$ cat src/rtl/ps2_rx_framer_if.sv
// ---------------------------------------------------------------------------
// ps2_rx_framer_if
// Read-side bundle of the PS/2 frame receiver. The receiver produces words
// into its output FIFO and the scan-code decoder pulls them out with a
// show-ahead read handshake.
//
// Signals:
//   rd_en       consumer -> receiver  pop request (ignored when empty)
//   rd_data     receiver -> consumer  head of FIFO, zero when empty
//   rd_valid    receiver -> consumer  FIFO not empty
//   fifo_count  receiver -> consumer  number of stored words
//
// Modports:
//   master  the receiver (drives data/valid/count)
//   slave   the consumer (drives rd_en)
// ---------------------------------------------------------------------------
interface ps2_rx_framer_if #(
   parameter int DATA_BITS  = 8,
   parameter int FIFO_DEPTH = 4
);

   localparam int COUNT_W = $clog2(FIFO_DEPTH + 1);

   logic                 rd_en;
   logic [DATA_BITS-1:0] rd_data;
   logic                 rd_valid;
   logic [COUNT_W-1:0]   fifo_count;

   modport master (
      input  rd_en,
      output rd_data,
      output rd_valid,
      output fifo_count
   );

   modport slave (
      output rd_en,
      input  rd_data,
      input  rd_valid,
      input  fifo_count
   );

endinterface

$ cat src/rtl/ps2_rx_framer.sv
// ---------------------------------------------------------------------------
// ps2_rx_framer
// PS/2 device-to-host frame receiver. Takes the synchronised PS/2 data line
// plus a one-cycle sample pulse from the clock edge detector, checks start,
// optional parity and stop bits, recovers from stalled frames with an
// inter-edge timeout and buffers good words in a small show-ahead FIFO.
//
// Ports:
//   clk              system clock
//   rst              synchronous, active-high reset
//   enable_i         receiver enable; low forces the FSM back to IDLE
//   ps2_clk_edge_i   one-cycle pulse marking a PS/2 data sample point
//   ps2_data_i       synchronised PS/2 data line
//   rd_if            FIFO read handshake (master side)
//   busy_o           FSM is not IDLE
//   parity_err_strb_o  one-cycle pulse, parity mismatch
//   frame_err_strb_o   one-cycle pulse, bad start or stop bit
//   timeout_strb_o     one-cycle pulse, inter-edge timeout
//   overflow_strb_o    one-cycle pulse, good word dropped because FIFO full
// ---------------------------------------------------------------------------
module ps2_rx_framer #(
   parameter int DATA_BITS      = 8,
   parameter int PARITY_MODE    = 1,
   parameter int TIMEOUT_CYCLES = 2000,
   parameter int FIFO_DEPTH     = 4
) (
   input  logic            clk,
   input  logic            rst,
   input  logic            enable_i,
   input  logic            ps2_clk_edge_i,
   input  logic            ps2_data_i,
   ps2_rx_framer_if.master rd_if,
   output logic            busy_o,
   output logic            parity_err_strb_o,
   output logic            frame_err_strb_o,
   output logic            timeout_strb_o,
   output logic            overflow_strb_o
);

   localparam int BIT_W   = $clog2(DATA_BITS);
   localparam int TMO_W   = $clog2(TIMEOUT_CYCLES);
   localparam int PTR_W   = $clog2(FIFO_DEPTH);
   localparam int COUNT_W = $clog2(FIFO_DEPTH + 1);

   localparam logic [BIT_W-1:0]   LAST_BIT = BIT_W'(DATA_BITS - 1);
   localparam logic [TMO_W-1:0]   LAST_TMO = TMO_W'(TIMEOUT_CYCLES - 1);
   localparam logic [COUNT_W-1:0] FULL_CNT = COUNT_W'(FIFO_DEPTH);

   typedef enum logic [2:0] {
      IDLE,
      START,
      DATA,
      PARITY,
      STOP
   } state_t;

   state_t               state_q, state_d;
   logic [BIT_W-1:0]     bit_cnt_q, bit_cnt_d;
   logic [DATA_BITS-1:0] shift_q, shift_d;
   logic                 par_bad_q, par_bad_d;
   logic [TMO_W-1:0]     tmo_q, tmo_d;
   logic                 enable_q;

   logic                 par_err_q, par_err_d;
   logic                 frame_err_q, frame_err_d;
   logic                 tmo_strb_q, tmo_strb_d;
   logic                 overflow_q, overflow_d;

   logic                 push_req;
   logic                 parity_calc;

   logic [DATA_BITS-1:0] mem_q [FIFO_DEPTH];
   logic [PTR_W-1:0]     wr_ptr_q, wr_ptr_d;
   logic [PTR_W-1:0]     rd_ptr_q, rd_ptr_d;
   logic [COUNT_W-1:0]   count_q, count_d;
   logic                 pop;
   logic                 push;
   logic                 full;

   // XOR over every data bit plus the parity bit currently on the line;
   // odd parity wants this to be 1, even parity wants 0.
   assign parity_calc = (^shift_q) ^ ps2_data_i;

   // Frame FSM and timeout counter, next-state side. Normal bit handling is
   // done first; an enable drop or an expired timeout then overrides it,
   // which keeps the strobes mutually exclusive by construction.
   always_comb begin
      state_d     = state_q;
      bit_cnt_d   = bit_cnt_q;
      shift_d     = shift_q;
      par_bad_d   = par_bad_q;
      tmo_d       = tmo_q;
      push_req    = 1'b0;
      par_err_d   = 1'b0;
      frame_err_d = 1'b0;
      tmo_strb_d  = 1'b0;

      case (state_q)
         IDLE: begin
            if (enable_i) begin
               if (ps2_clk_edge_i) begin
                  if (!ps2_data_i) begin
                     state_d   = DATA;
                     bit_cnt_d = '0;
                     par_bad_d = 1'b0;
                  end else begin
                     frame_err_d = 1'b1;
                  end
               end else if (!enable_q) begin
                  state_d = START;
               end
            end
         end

         START: begin
            if (ps2_clk_edge_i) begin
               if (!ps2_data_i) begin
                  state_d   = DATA;
                  bit_cnt_d = '0;
                  par_bad_d = 1'b0;
               end else begin
                  state_d     = IDLE;
                  frame_err_d = 1'b1;
               end
            end
         end

         DATA: begin
            if (ps2_clk_edge_i) begin
               shift_d = {ps2_data_i, shift_q[DATA_BITS-1:1]};
               if (bit_cnt_q == LAST_BIT) begin
                  bit_cnt_d = '0;
                  state_d   = (PARITY_MODE == 0) ? STOP : PARITY;
               end else begin
                  bit_cnt_d = bit_cnt_q + BIT_W'(1);
               end
            end
         end

         PARITY: begin
            if (ps2_clk_edge_i) begin
               par_bad_d = (PARITY_MODE == 1) ? ~parity_calc : parity_calc;
               state_d   = STOP;
            end
         end

         STOP: begin
            if (ps2_clk_edge_i) begin
               state_d = IDLE;
               if (!ps2_data_i) begin
                  frame_err_d = 1'b1;
               end else if (par_bad_q) begin
                  par_err_d = 1'b1;
               end else begin
                  push_req = 1'b1;
               end
            end
         end

         default: begin
            state_d = IDLE;
         end
      endcase

      if (state_q != IDLE) begin
         if (!enable_i) begin
            state_d     = IDLE;
            bit_cnt_d   = '0;
            push_req    = 1'b0;
            par_err_d   = 1'b0;
            frame_err_d = 1'b0;
         end else if (!ps2_clk_edge_i && (tmo_q == LAST_TMO)) begin
            state_d    = IDLE;
            bit_cnt_d  = '0;
            tmo_strb_d = 1'b1;
         end
      end

      // The counter only runs while a frame is in flight; clearing on the
      // transition out of IDLE as well keeps the first START/DATA cycle at 0.
      if ((state_q == IDLE) || (state_d == IDLE) || ps2_clk_edge_i) begin
         tmo_d = '0;
      end else begin
         tmo_d = tmo_q + TMO_W'(1);
      end
   end

   // Frame FSM state register, including the registered enable used to
   // detect an enable rise that arrives between PS/2 edges.
   always_ff @(posedge clk) begin
      if (rst) begin
         state_q   <= IDLE;
         bit_cnt_q <= '0;
         shift_q   <= '0;
         par_bad_q <= 1'b0;
         tmo_q     <= '0;
         enable_q  <= 1'b0;
      end else begin
         state_q   <= state_d;
         bit_cnt_q <= bit_cnt_d;
         shift_q   <= shift_d;
         par_bad_q <= par_bad_d;
         tmo_q     <= tmo_d;
         enable_q  <= enable_i;
      end
   end

   // FIFO next-state. A push into a full FIFO succeeds only if a pop frees
   // a slot in the same cycle; otherwise the word is dropped and flagged.
   always_comb begin
      pop        = rd_if.rd_en && (count_q != '0);
      full       = (count_q == FULL_CNT);
      push       = push_req && (!full || pop);
      overflow_d = push_req && full && !pop;
      wr_ptr_d   = wr_ptr_q;
      rd_ptr_d   = rd_ptr_q;
      count_d    = count_q;

      if (push) begin
         wr_ptr_d = wr_ptr_q + PTR_W'(1);
      end
      if (pop) begin
         rd_ptr_d = rd_ptr_q + PTR_W'(1);
      end
      if (push && !pop) begin
         count_d = count_q + COUNT_W'(1);
      end else if (pop && !push) begin
         count_d = count_q - COUNT_W'(1);
      end
   end

   // FIFO pointers and occupancy. Pointers wrap naturally because the depth
   // is a power of two.
   always_ff @(posedge clk) begin
      if (rst) begin
         wr_ptr_q <= '0;
         rd_ptr_q <= '0;
         count_q  <= '0;
      end else begin
         wr_ptr_q <= wr_ptr_d;
         rd_ptr_q <= rd_ptr_d;
         count_q  <= count_d;
      end
   end

   // FIFO storage. It needs no reset because rd_data is masked to zero
   // whenever the FIFO is empty.
   always_ff @(posedge clk) begin
      if (push) begin
         mem_q[wr_ptr_q] <= shift_q;
      end
   end

   // Error strobes are registered so they leave the block glitch-free and
   // line up with the cycle in which a pushed word becomes visible.
   always_ff @(posedge clk) begin
      if (rst) begin
         par_err_q   <= 1'b0;
         frame_err_q <= 1'b0;
         tmo_strb_q  <= 1'b0;
         overflow_q  <= 1'b0;
      end else begin
         par_err_q   <= par_err_d;
         frame_err_q <= frame_err_d;
         tmo_strb_q  <= tmo_strb_d;
         overflow_q  <= overflow_d;
      end
   end

   assign rd_if.rd_valid   = (count_q != '0);
   assign rd_if.rd_data    = rd_if.rd_valid ? mem_q[rd_ptr_q] : '0;
   assign rd_if.fifo_count = count_q;

   assign busy_o            = (state_q != IDLE);
   assign parity_err_strb_o = par_err_q;
   assign frame_err_strb_o  = frame_err_q;
   assign timeout_strb_o    = tmo_strb_q;
   assign overflow_strb_o   = overflow_q;

endmodule
$ cat src/flat_wrapper.sv
// flat-port wrapper written by rule: the top's interface ports become plain ports
module ps2_rx_framer_flat 
#(
   parameter int DATA_BITS      = 8,
   parameter int PARITY_MODE    = 1,
   parameter int TIMEOUT_CYCLES = 2000,
   parameter int FIFO_DEPTH     = 4
)
  (clk, rst, enable_i, ps2_clk_edge_i, ps2_data_i, busy_o, parity_err_strb_o, frame_err_strb_o, timeout_strb_o, overflow_strb_o, rd_if_rd_en, rd_if_rd_data, rd_if_rd_valid, rd_if_fifo_count);
  ps2_rx_framer_if #(.DATA_BITS(DATA_BITS), .FIFO_DEPTH(FIFO_DEPTH)) rd_if_i ();
  input  logic clk;
  input  logic rst;
  input  logic enable_i;
  input  logic ps2_clk_edge_i;
  input  logic ps2_data_i;
  output logic busy_o;
  output logic parity_err_strb_o;
  output logic frame_err_strb_o;
  output logic timeout_strb_o;
  output logic overflow_strb_o;
  input wire logic [$bits(rd_if_i.rd_en)-1:0] rd_if_rd_en;
  output wire logic [$bits(rd_if_i.rd_data)-1:0] rd_if_rd_data;
  output wire logic [$bits(rd_if_i.rd_valid)-1:0] rd_if_rd_valid;
  output wire logic [$bits(rd_if_i.fifo_count)-1:0] rd_if_fifo_count;
  assign rd_if_i.rd_en = rd_if_rd_en;
  assign rd_if_rd_data = rd_if_i.rd_data;
  assign rd_if_rd_valid = rd_if_i.rd_valid;
  assign rd_if_fifo_count = rd_if_i.fifo_count;
  ps2_rx_framer #(.DATA_BITS(DATA_BITS), .PARITY_MODE(PARITY_MODE), .TIMEOUT_CYCLES(TIMEOUT_CYCLES), .FIFO_DEPTH(FIFO_DEPTH)) u_core (.clk(clk), .rst(rst), .enable_i(enable_i), .ps2_clk_edge_i(ps2_clk_edge_i), .ps2_data_i(ps2_data_i), .rd_if(rd_if_i), .busy_o(busy_o), .parity_err_strb_o(parity_err_strb_o), .frame_err_strb_o(frame_err_strb_o), .timeout_strb_o(timeout_strb_o), .overflow_strb_o(overflow_strb_o));
endmodule
$ cat config.mk
export PLATFORM = sky130hd
export DESIGN_NAME = ps2_rx_framer_flat
export DESIGN_NICKNAME = d
export VERILOG_FILES = /design/src/rtl/ps2_rx_framer_if.sv /design/src/rtl/ps2_rx_framer.sv /design/src/flat_wrapper.sv
export SDC_FILE = /design/constraint.sdc
export NUM_CORES = 1
export LEC_CHECK = 0
export ABC_AREA = 1
export CORE_UTILIZATION = 58
export CTS_CLUSTER_DIAMETER = 80
export DETAILED_ROUTE_END_ITERATION = 10
export MAX_ROUTING_LAYER = met4
export PLACE_DENSITY = 0.79
export SLEW_MARGIN = 10
export SYNTH_ARGS = -nofsm -noshare
export SYNTH_HDL_FRONTEND = slang
export SYNTH_SLANG_ARGS = --single-unit
$ cat constraint.sdc
create_clock -name clk -period 2.61 [get_ports clk]
set_input_delay 0.522 -clock clk [delete_from_list [all_inputs] [get_ports clk]]
set_output_delay 0.522 -clock clk [all_outputs]
set_load 0.01 [all_outputs]
==> impl_metrics.tcl <==
set metrics [dict create \
    nNetsFinal 447 \
    grt_pass1_vias 2545 \
    status "finished, final reports clean" \
    max_slew_margin_pct 69.3 \
    worst_path_max_delay_cell "clkdlybuf4s50_1" \
    yosys_warnings 0 \
    antenna_found_initial 0 \
    placed_cells 492 \
    place.gp.congestion 0.882 \
    cpPeakStageDelay_ns 0.57 \
    regToRegEndpoint "u_core.rd_if.fifo_count[2]$_SDFFE_PP0P_" \
    syn-num-nets 410 \
    core_region_area_um2 5510 \
    design.die.area_um2 6050 \
    final_cells 509 \
    post-cts-setup-buffer-count 0 \
    wire_per_inst_um 12.5 \
    ys_seq_area_share_pct 52.9 \
    die_y_um 77.8 \
    clock-skew-final_ns 0.0127 \
    drt-pass1-iter-count 4 \
    drive_gt1_share_pct 12.8 \
    crit_type "flop to primary output" \
    fin_setup_tns_ns 0 \
    r2r_slack_ns 0.37 \
    cts-root-buf "clkbuf_8" \
    end_kind "primary output" \
    max_cap_violations 0 \
    ys_ff_latch 72 \
    ant_nets 0 \
    tightest_slew_ns 0.459 \
    antennaDiodeCount 0 \
    finalSetupViolCount 0 \
    insertion_delay_ns 0.34 \
    io_buffers 22 \
    initial_core_util_pct 60.5 \
    p_leak_uw 0.00144 \
    cts_tree "yes" \
    cts.sinks 72 \
    finalMaxSlewViolations 0 \
    grt_util_all_layers_pct 23.7 \
    syn_area_um2 3330 \
    reg2reg_depth 12 \
    p_per_area_nw_per_um2 732 \
    area_growth_syn_to_layout_pct 16.0 \
    finalCritPeriodShare_pct 94.1 \
    grt_max_degree 18 \
    cts_buffers 9 \
    hp-class "flop to flop" \
    r2r_start "u_core.state_q[0]$_SDFF_PP0_" \
    ir_drop_mv 0.428 \
    layout_commonest_cell "nor2_1" \
    fmax_mhz 407 \
    vias 2657 \
    required_ns 2.09 \
    crit_path_end "rd_if_rd_data[3]" \
    rsz0062_at_grt "no" \
    grt_pass1_wl_mm 10.7 \
    drc 0 \
    hpwlAfterDp_mm 4.31 \
    drt_iter0_markers 185 \
    clk_pin_slew_ns 0.07 \
    die_w_um 77.8 \
    start_kind "flop" \
    clock_path_buffers 2 \
    syn_inst 395 \
    hold_viol 0 \
    syn_area_per_cell_um2 8.43 \
    io_pins 23 \
    overflow 0 \
    routed_via_density 5.22 \
    power_uw 2830 \
    cts_max_level 3 \
    ys_types 34 \
    path_max_fanout 17 \
    fin_crit_ns 2.46 \
    routed_wl_mm 6.38 \
    mostFrequentLayoutCells "71 x nor2_1, 58 x nand2_1, 46 x inv_1" \
    rows 27 \
    arrival_ns 1.93 \
    cp_cell_sequence "buf_4 -> inv_2 -> o21ai_0 -> a21oi_1 -> clkdlybuf4s50_1" \
]
==> report_power, final <==
group | internal [µW] | switching (µW)
Combinational | 372 | 458
Sequential | 1220 | 43.6
Clock | 334 | 404
Total | 1920 | 906
==> how the worst min path moves through the flow <==
stage	start	end	slack, ns	cells after the start
after floorplan	u_core.tmo_q[0]$_SDFF_PP0_	u_core.tmo_q[0]$_SDFF_PP0_	0.43	1
after global placement	u_core.tmo_q[0]$_SDFF_PP0_	u_core.tmo_q[0]$_SDFF_PP0_	0.44	1
after detailed placement	u_core.tmo_q[0]$_SDFF_PP0_	u_core.tmo_q[0]$_SDFF_PP0_	0.45	1
after CTS	u_core.tmo_q[0]$_SDFF_PP0_	u_core.tmo_q[0]$_SDFF_PP0_	0.46	1
after global routing	u_core.tmo_q[0]$_SDFF_PP0_	u_core.tmo_q[0]$_SDFF_PP0_	0.48	1
final	u_core.tmo_q[0]$_SDFF_PP0_	u_core.tmo_q[0]$_SDFF_PP0_	0.46	1
==> cell type report <==
class,count,area [µm²]
clock buffers,9,124
clock inverters,7,38.8
fillers,419,1650
inverters,52,201
multi-input cells,262,1330
flip-flops and latches,72,1760
well taps,72,90.1
repair buffers,34,310
repair inverters,1,7.51
==> metrics by stage <==
| stage | hold slack (ns) | setup WS, ns | instance area [µm²] | utilization [%] |
|---|---|---|---|---|
| after CTS | 0.462 | 0.00414 | 3850 | 69.8 |
| after global placement | 0.436 | 0.0523 | 3680 | 66.9 |
| after floorplan | 0.427 | 0.513 | 3330 | - |
| after global routing | 0.481 | 0.0325 | 3860 | 70.1 |
| after detailed placement | 0.446 | 0.00615 | 3680 | 66.9 |
| final | 0.458 | 0.153 | 3860 | 70.1 |
==> cells in the mapped netlist, drive strengths merged <==
| library cell | n | area share (%) |
|---|---|---|
| a211oi | 1 | 0.23 |
| a21oi | 30 | 4.5 |
| a22oi | 1 | 0.23 |
| buf | 4 | 0.83 |
| clkbuf | 5 | 0.56 |
| clkinv | 1 | 0.11 |
| dfxtp | 40 | 24 |
| edfxtp | 32 | 29 |
| fa | 1 | 0.60 |
| ha | 8 | 3.0 |
| inv | 51 | 5.8 |
| nand2 | 63 | 7.6 |
| nand3 | 10 | 1.8 |
| nand4 | 4 | 0.75 |
| nor2 | 86 | 11 |
| nor3 | 6 | 0.90 |
| nor4 | 1 | 0.19 |
| o2111ai | 1 | 0.26 |
| o21ai | 38 | 5.7 |
| o21bai | 1 | 0.23 |
| o22ai | 1 | 0.19 |
| xnor2 | 4 | 1.1 |
| xor2 | 6 | 1.6 |
==> per-layer routing <==
layer / track usage [%] / vias up / wire, µm / share of wire [%]
met4: 12.1 / 0 / 127 / 2.0
met2: 41.2 / 67 / 3260 / 51
met5: - / - / 0 / 0
li1: - / 1361 / - / -
met1: 24.9 / 1218 / 2760 / 43
met3: 5.65 / 11 / 231 / 3.6
==> sequential cells by signal (all words and copies together), names as in the netlist, named ones only <==
| name | count |
|---|---|
| u_core.state_q | 3 |
| u_core.enable_q | 1 |
| u_core.frame_err_strb_o | 1 |
| u_core.shift_q | 8 |
| u_core.timeout_strb_o | 1 |
| u_core.overflow_strb_o | 1 |
| u_core.rd_if.fifo_count | 3 |
| u_core.rd_ptr_q | 2 |
| u_core.wr_ptr_q | 2 |
| u_core.tmo_q | 11 |
| u_core.mem_q | 32 |
| u_core.bit_cnt_q | 3 |
| u_core.parity_err_strb_o | 1 |
| u_core.par_bad_q | 1 |
==> worst max-delay path, delay by kind of cell (launching register included) <==
| kind | cells | cell delay, ns |
|---|---|---|
| compound gates | 2 | 0.32 |
| flops | 1 | 0.31 |
| buf+inv | 3 | 0.97 |
==> logic make-up after synthesis <==
kind of cell	Yosys count	share of synthesized area (%)
AOI/OAI and AO/OA	73	11.3
xor gates and xnor gates	10	2.63
adders and majority gates	9	3.61
buffers and inverters	61	7.33
DFF	72	52.9
and+or+nand+nor	170	22.2
==> timing repair <==
item	in CTS	in global routing
resized for setup	0	4
endpoints found under the setup margin	0	8
hold buffers	0	0
Note: power is estimated with default switching activity, not from simulation.
